`config.mk`:
```
export PLATFORM = sky130hd
export DESIGN_NAME = ifu
export DESIGN_NICKNAME = d
export VERILOG_FILES = /design/src/rtl/mips_pkg.sv /design/src/rtl/ifu_wdog.sv /design/src/rtl/ifu.sv
export SDC_FILE = /design/constraint.sdc
export NUM_CORES = 1
export LEC_CHECK = 0
export CAP_MARGIN = 20
export CORE_UTILIZATION = 44
export CTS_CLUSTER_SIZE = 10
export DETAILED_ROUTE_END_ITERATION = 8
export HOLD_SLACK_MARGIN = 0.15
export PLACE_DENSITY = 0.86
export SYNTH_ARGS = -nofsm -noshare
export SYNTH_HDL_FRONTEND = slang
export SYNTH_HIERARCHICAL = 1
export SYNTH_SLANG_ARGS = --single-unit
```
`constraint.sdc`:
```
create_clock -name clk -period 4.2 [get_ports clk]
set_input_delay 0.42 -clock clk [delete_from_list [all_inputs] [get_ports clk]]
set_output_delay 0.42 -clock clk [all_outputs]
set_load 0.02 [all_outputs]
```
`src/rtl/mips_pkg.sv`:
```
`default_nettype none
// ============================================================================
//  Module   : mips_pkg
//  Brief    : Shared types and constants for the MIPS datapath blocks.
//  Revision : 1.0  initial release
// ============================================================================
package mips_pkg;

  // Fetch unit states; ERR is reachable only when IFU_TIMEOUT_EN is defined
  typedef enum logic [1:0] {
    IDLE  = 2'd0,
    REQ   = 2'd1,
    VALID = 2'd2,
    ERR   = 2'd3
  } ifu_state_t;

  // Default byte address of the first instruction after reset
  localparam logic [31:0] RESET_PC_DEF = 32'h0000_3000;

endpackage
`default_nettype wire

```
`src/rtl/ifu_wdog.sv`:
```
`default_nettype none
// ============================================================================
//  Module   : ifu_wdog
//  Brief    : Fetch wait counter. Counts REQ cycles without ack and flags
//             expiry in the TIMEOUT-th unacknowledged cycle.
//  Revision : 1.0  initial release
// ============================================================================
module ifu_wdog #(
  parameter int TIMEOUT = 16
) (
  input  logic clk,
  input  logic rst_n,
  input  logic active,
  input  logic ack,
  output logic expired
);

  localparam int CW = $clog2(TIMEOUT + 1);

  logic [CW-1:0] wait_cnt;

  // Counter is held at zero outside REQ, so it starts from zero on every entry
  always_ff @(posedge clk) begin
    if (!rst_n || !active) begin
      wait_cnt <= '0;
    end else if (!ack) begin
      wait_cnt <= wait_cnt + CW'(1);
    end
  end

  // An ack in the final allowed cycle wins over expiry
  assign expired = active && !ack && (wait_cnt == CW'(TIMEOUT - 1));

endmodule
`default_nettype wire

```
`src/rtl/ifu.sv`:
```
`default_nettype none
// ============================================================================
//  Module   : ifu
//  Brief    : Instruction fetch unit. Owns the PC, fetches one word per
//             instruction over a req/ack handshake and holds it stable until
//             the datapath commits with Adv.
//             Optional fetch timeout enabled by defining IFU_TIMEOUT_EN.
//  Revision : 1.0  initial release
// ============================================================================
module ifu
  import mips_pkg::*;
#(
  parameter logic [31:0] RESET_PC = RESET_PC_DEF,
  parameter int          TIMEOUT  = 16
) (
  input  logic        clk,
  input  logic        rst_n,
  input  logic [31:2] NPC,
  input  logic        Adv,
  output logic        imem_req,
  output logic [31:2] imem_addr,
  input  logic        imem_ack,
  input  logic [31:0] imem_rdata,
  output logic [31:2] PC,
  output logic [31:0] Instr,
  output logic        InstrValid,
  output logic [31:0] icnt,
  output logic        err
);

  ifu_state_t state;
  logic       timeout;

`ifdef IFU_TIMEOUT_EN
  ifu_wdog #(
    .TIMEOUT (TIMEOUT)
  ) u_wdog (
    .clk     (clk),
    .rst_n   (rst_n),
    .active  (state == REQ),
    .ack     (imem_ack),
    .expired (timeout)
  );

  assign err = (state == ERR);
`else
  logic unused_timeout_param;
  assign unused_timeout_param = (TIMEOUT == 0);
  assign timeout = 1'b0;
  assign err     = 1'b0;
`endif

  // Handshake and valid flags come straight from the state register
  assign imem_req   = (state == REQ);
  assign InstrValid = (state == VALID);
  assign imem_addr  = PC;

  // Fetch state machine with PC, instruction and commit counter registers
  always_ff @(posedge clk) begin
    if (!rst_n) begin
      state <= IDLE;
      PC    <= RESET_PC[31:2];
      Instr <= '0;
      icnt  <= '0;
    end else begin
      case (state)
        IDLE: begin
          state <= REQ;
        end
        REQ: begin
          if (imem_ack) begin
            Instr <= imem_rdata;
            state <= VALID;
          end else if (timeout) begin
            state <= ERR;
          end
        end
        VALID: begin
          if (Adv) begin
            PC    <= NPC;
            icnt  <= icnt + 32'd1;
            state <= REQ;
          end
        end
        ERR: begin
          state <= ERR;
        end
        default: begin
          state <= IDLE;
        end
      endcase
    end
  end

endmodule
`default_nettype wire

```
==> flow_summary_export.csv <==
group,metric,value,unit
worst_setup_path,cp-end-kind,"primary output",
global_route,grt.met3_usage,5.108,%
timing,skew,0.01133,ns
worst_setup_path,max_stage_delay,0.68,ns
worst_hold_path,worstHoldPathType,"flop to flop",
floorplan,num_rows,34,
worst_setup_path,setup.worst_path.end,"InstrValid",
floorplan,io_pins,193,
timing,worst_slack,2.033,ns
synthesis,synthTopCellsByArea,"dfxtp_1, nand2_1, a21oi_1, buf_4, or4_1",
cts,path_clk_slew,0.09,ns
worst_setup_path,ff2ff_setup_slack,2.08,ns
drt,drc,0,
drt,drt_iter0_markers,128,
timing,rsz0062_at_grt,"no",
timing,finalMaxSlewViolations,0,
floorplan,fp.coreArea,8763,um^2
global_route,grt_pass1_wl,17950,um
synthesis,async_reset_ff_share,0,%
global_route,met1_usage,27.00,%
drt,viasPerCell,5.293,
cells_and_area,area_growth,48.42,%
place,numPortBuffers,191,
power,vdd_ir_drop_max,0.1736,mV
synthesis,synth_top_area_cell,"dfxtp_1",
drt,vias,3986,
worst_setup_path,cp.required,3.78,ns
timing,setup_viol,0,
cells_and_area,nNetsFinal,707,
timing,fmax,461.4,MHz
timing,fin_hold_ws,0.4579,ns
synthesis,ys_top_cells_by_count,"nand2_1, dfxtp_1, a21oi_1",
worst_setup_path,worstPathMaxFanout,8,
place,place.gp.congestion,0.8376,
power,p_total,1.732,mW
synthesis,syn_area,3988,um^2
place,hpwl,8017,um
synthesis,synth_nets,561,
power,swShare,25.74,%
global_route,grt_max_degree,53,
global_route,grt_pass1_vias,3814,
synthesis,synth_cells,494,
timing,relSlewSlack,33.27,%
global_route,antenna_found_initial,0,
power,pwr-share-clk,32.1,%
synthesis,yosysMostFrequentCell,"nand2_1",
timing,final_hold_viol_count,0,
synthesis,synth_edf_count,0,
global_route,gr-total-overflow,0,
global_route,grt_util_all_layers,23.09,%
floorplan,die_y,97.20,um
worst_setup_path,crit_path_start_kind,"flop",
worst_setup_path,rr_startpoint,"icnt[6]",
cts,clk_latency,0.36,ns
worst_setup_path,ff2ff_path_depth,4,
drt,routed_wl,11050,um
worst_setup_path,path_class,"flop to primary output",
synthesis,ys_seq_elements,96,
cells_and_area,utilization,67.53,%
synthesis,avgSynthCellArea,8.072,um^2
cts,cts_buffer_depth,2,
timing,period_share,51.60,%
drt,wl_per_cell,14.67,um
cts,numCtsBuffers,9,
timing,tns,0,ns
worst_hold_path,hold_depth,2,
synthesis,synth_top_area_share,48.20,%
power,p_int,1.286,mW
timing,period_needed,2.167,ns
cts,clock_sinks,96,
cts,cts-root-buf,"clkbuf_8",
power,power_switching,0.4459,mW
power,comb_power_share,13.2,%
cts,cts_setup_buffers,0,
synthesis,synthFlopType,"dfxtp_1",
worst_setup_path,critical_path_arrival,1.75,ns
global_route,grt_use_met2,41.12,%
cts,cts_tree,"done",
synthesis,yosysWarningCount,6,
drt,drtPass1Iterations,4,
cts,cts_hold_buf,0,
status,status,"finished clean",
global_route,top_usage_layer,"met2",
worst_setup_path,crit_slowest_cell,"clkdlybuf4s50_1",
drt,ant_nets,0,
synthesis,synth.yosys.seq_area_share,48.20,%
synthesis,ys_types,39,
floorplan,fp.dieArea,9448,um^2
worst_setup_path,startpoint,"state[1]",
timing,worst_pin_slew,0.9985,ns
floorplan,chipWidth,97.20,um
cells_and_area,antenna_cells,0,
place,preCtsSetupSlack,1.807,ns
floorplan,start_util,45.50,%
power,p_per_area,292.7,nW/um^2
cts,htreeDepth,3,
cts,cts_resized,0,
power,p_leak,1.954,nW
power,power_frac_seq,54.7,%
worst_setup_path,worstPathCellList,"nor2b_1, clkdlybuf4s50_1",
worst_setup_path,regToRegEndpoint,"icnt[31]",
job,cap_violations,0,
cells_and_area,drive_above_1_share,4.031,%
-- metrics by stage --
stage	instance area, um^2	instances
after floorplan	3988	494
after global placement	5710	736
after detailed placement	5738	737
after CTS	5918	753
after global routing	5918	753
final	5918	753
-- area by class of cell --
| type | instances | area (um^2) |
|---|---|---|
| fill | 724 | 2845 |
| timing repair buffer | 195 | 1962 |
| sequential | 96 | 1922 |
| multi-input combinational | 333 | 1700 |
| clock buffer | 10 | 137.6 |
| tap | 108 | 135.1 |
| clock inverter | 6 | 42.54 |
| inverter | 5 | 18.77 |
-- how the worst min path moves through the flow --
stage / startpoint / to
3_3_place_gp: Instr[22] / Instr[22]
6_report: Instr[1] / Instr[1]
5_1_grt: Instr[4] / Instr[4]
4_1_cts: Instr[1] / Instr[1]
2_1_floorplan: state[0] / state[1]
3_5_place_dp: Instr[26] / Instr[26]
-- worst max-delay path, delay by kind of cell, from the launching register on --
family | cells | cell delay, ns
buffers and inverters | 1 | 0.68
flip-flops | 1 | 0.46
AND/OR/NAND/NOR | 1 | 0.27
-- placed cells by master, fill, tap and decap left out, types with 4 or more instances in the layout --
cell,count
clkdlybuf4s50_1,191
nand2_1,142
dfxtp_1,96
a21oi_1,80
or4_1,13
o31ai_1,12
clkbuf_8,10
nand4_1,9
nand3_1,9
nor2_1,8
xnor2_1,7
o21ai_0,6
nand2b_1,5
or3_1,5
nor4_1,4
o41ai_1,4
inv_1,4
-- routing by layer --
metal / up-vias / share of wire (%)
li1: 1944 / -
met1: 1853 / 41
met2: 173 / 49
met3: 16 / 7.6
met4: 0 / 2.0
met5: - / 0
-- power by group through the flow --
stage,combinational [mW],sequential (mW),clock (mW)
after floorplan,0.0764,0.993,0
after global placement,0.222,0.968,0
after detailed placement,0.229,0.969,0
after global routing,0.245,0.951,0.609
final,0.229,0.948,0.556
after CTS,0.230,0.948,0.571
-- sequential cells by signal (all words and copies together) (netlist names) --
register,count
state,2
PC,30
Instr,32
icnt,32
-- kinds of logic after synthesis --
| group | count (synthesis) | share of synthesized area [%] |
|---|---|---|
| simple gates | 215 | 25.13 |
| compound gates | 106 | 14.78 |
| flops | 96 | 48.20 |
| buf+inv | 65 | 9.225 |
| xor+xnor | 8 | 1.757 |
| mux | 2 | 0.5021 |
| fa+ha+maj | 1 | 0.3137 |
| other cells | 1 | 0.09404 |
Note: power is estimated with default switching activity, not from simulation.
==> RTL change: new RTL, same flow settings <==
Make the reset (`rst_n`) asynchronous in one clocked block.
--- a/src/rtl/ifu.sv
+++ b/src/rtl/ifu.sv
@@ -56,7 +56,7 @@
   assign imem_addr  = PC;
 
   // Fetch state machine with PC, instruction and commit counter registers
-  always_ff @(posedge clk) begin
+  always_ff @(posedge clk or negedge rst_n) begin
     if (!rst_n) begin
       state <= IDLE;
       PC    <= RESET_PC[31:2];
Formal check against the unedited RTL: differs if rst_n is asserted again (counterexample within 4 cycles, from zero or initial values and one cycle with rst_n low); with rst_n held inactive, the same outputs for 10 cycles.
==> RTL change against the original RTL <==
- the run now ends with DRC left
- routed wire length down 18%
- sequential cell count unchanged
- first-iteration DRC count down 49%
- area after synthesis up 1.4%
- clock skew about the same
- cell area up 2.6%
- worst setup slack better by 0.047 ns
- synthesized cell count down 39%
- critical endpoint is now icnt[30]$_DFFE_PN0P_
Power is not compared: it rests on default switching activity, and its combinational part moved more than twofold at a synthesized area within 25%.
==> RTL change: results (changes against the original RTL) <==
* Fraction of layout cells with a size suffix above 1: 18.4% (+14 points)
- The routability-driven placement congestion ratio is 0.769 (-8.2%).
* Via count normalized by instance count: 4.98 (-5.9%)
* DR iter-0 viols: 65 (-49%)
- Worst Hold Depth: 1 (-1)
- The number of filler instances in the final layout was 646 (-11%).
* Vias in the first global route: 2923 (-23%)
- The final reports fail on DRC.
* Destination of the worst hold path: icnt[31]$_DFFE_PN0P_
* Remaining routing DRC violations: 11 (+11)
- The xor and xnor fraction of the mapped netlist area came to 6.71% (+5.0 points).
* Portion of netlist area occupied by mux cells: 17.5% (+17 points)
* Worst Path Arrival: 2.39 ns (+0.64 ns)
- Adder-cell area share of the yosys netlist: 0.309% (-0.0045 points)
* Final net count: 535 (-24%)
- The final hold slack is 0.495 ns (+0.0366 ns).
* Reg-to-reg slack, setup: 2.08 ns (about the same)
- The cell count of the worst reg-to-reg path is 5 (+1).
- Maximum fanout count along the critical path: 6 (-2)
- Detail Placement HPWL: 6890 microns (-14%)
* All-layer global routing usage: 19.7% (-3.4 points)
- Type of the worst setup path: flop to flop
* Most area-consuming cells after synthesis: dfrtp_1 58%, mux2_2 18%, buf_4 5.8%, xnor2_1 3.9%, xor2_1 2.8%
- The headroom to the max-slew limit was 37.9% (+4.6 points).
* Run status: finished, violations left
* Startpoint of the lowest-slack hold path: icnt[31]$_DFFE_PN0P_
- The fraction of the mapped netlist area in compound gates came to 0.464% (-14 points).
* Commonest register cell after synthesis: dfrtp_1
[RTL change: cell count changes after synthesis, moves of 11 or more]
cell,change
a21oi_1,-80
dfrtp_1,+94
xnor2_1,+11
xor2_1,+12
or4_1,-12
o31ai_1,-12
nand2_1,-129
clkbuf_1,-22
dfxtp_1,-96
mux2_2,+63
[RTL change: final cells by class]
class / count / share of cell area (%)
Sequential cell: 96 / 39.6
Timing Repair Buffer: 196 / 32.1
Multi-Input combinational cell: 163 / 22.5
Clock buffer: 12 / 2.56
Tap cell: 108 / 2.23
Clock inverter: 4 / 0.865
Inverter: 2 / 0.124
[RTL change: power by group through the flow]
stage               sequential [W]  clock (W)  combinational (W)
global placement           0.00140          0            0.00174
floorplan                  0.00176          0           0.000605
CTS                        0.00141   0.000638            0.00178
global route               0.00144   0.000678            0.00182
detailed placement         0.00143          0            0.00177
finish                     0.00140   0.000621            0.00176
[RTL change: logic make-up after synthesis]
group,count (synthesis)
xor gates and xnor gates,31
and+or+nand+nor,64
buffers and inverters,41
DFF,96
AOI/OAI and AO/OA,3
muxes,63
adders and majority gates,1
other,1
[RTL change: per-layer routing]
layer	track usage (%)	vias up	routed length (microns)
met5	0	-	0
met2	33.3	114	4710
met3	5.58	18	686
met4	7.81	0	169
li1	-	1342	-
met1	23.7	1420	3520
[RTL change: worst reg2reg max path, stage by stage (launching register included)]
cell and delay, ns:
dfrtp_1 0.43, ha_1 0.22, nand4b_4 0.15, or4_1 0.66, nor4_1 0.41, xor2_1 0.18
[RTL change: per-stage QoR]
step,worst slack (ns),std cells,instance area [sq um]
floorplan,2.14,300,4050
global placement,1.76,564,5850
detailed placement,1.71,564,5850
CTS,2.04,581,6070
global route,1.96,581,6070
finish,2.08,581,6070
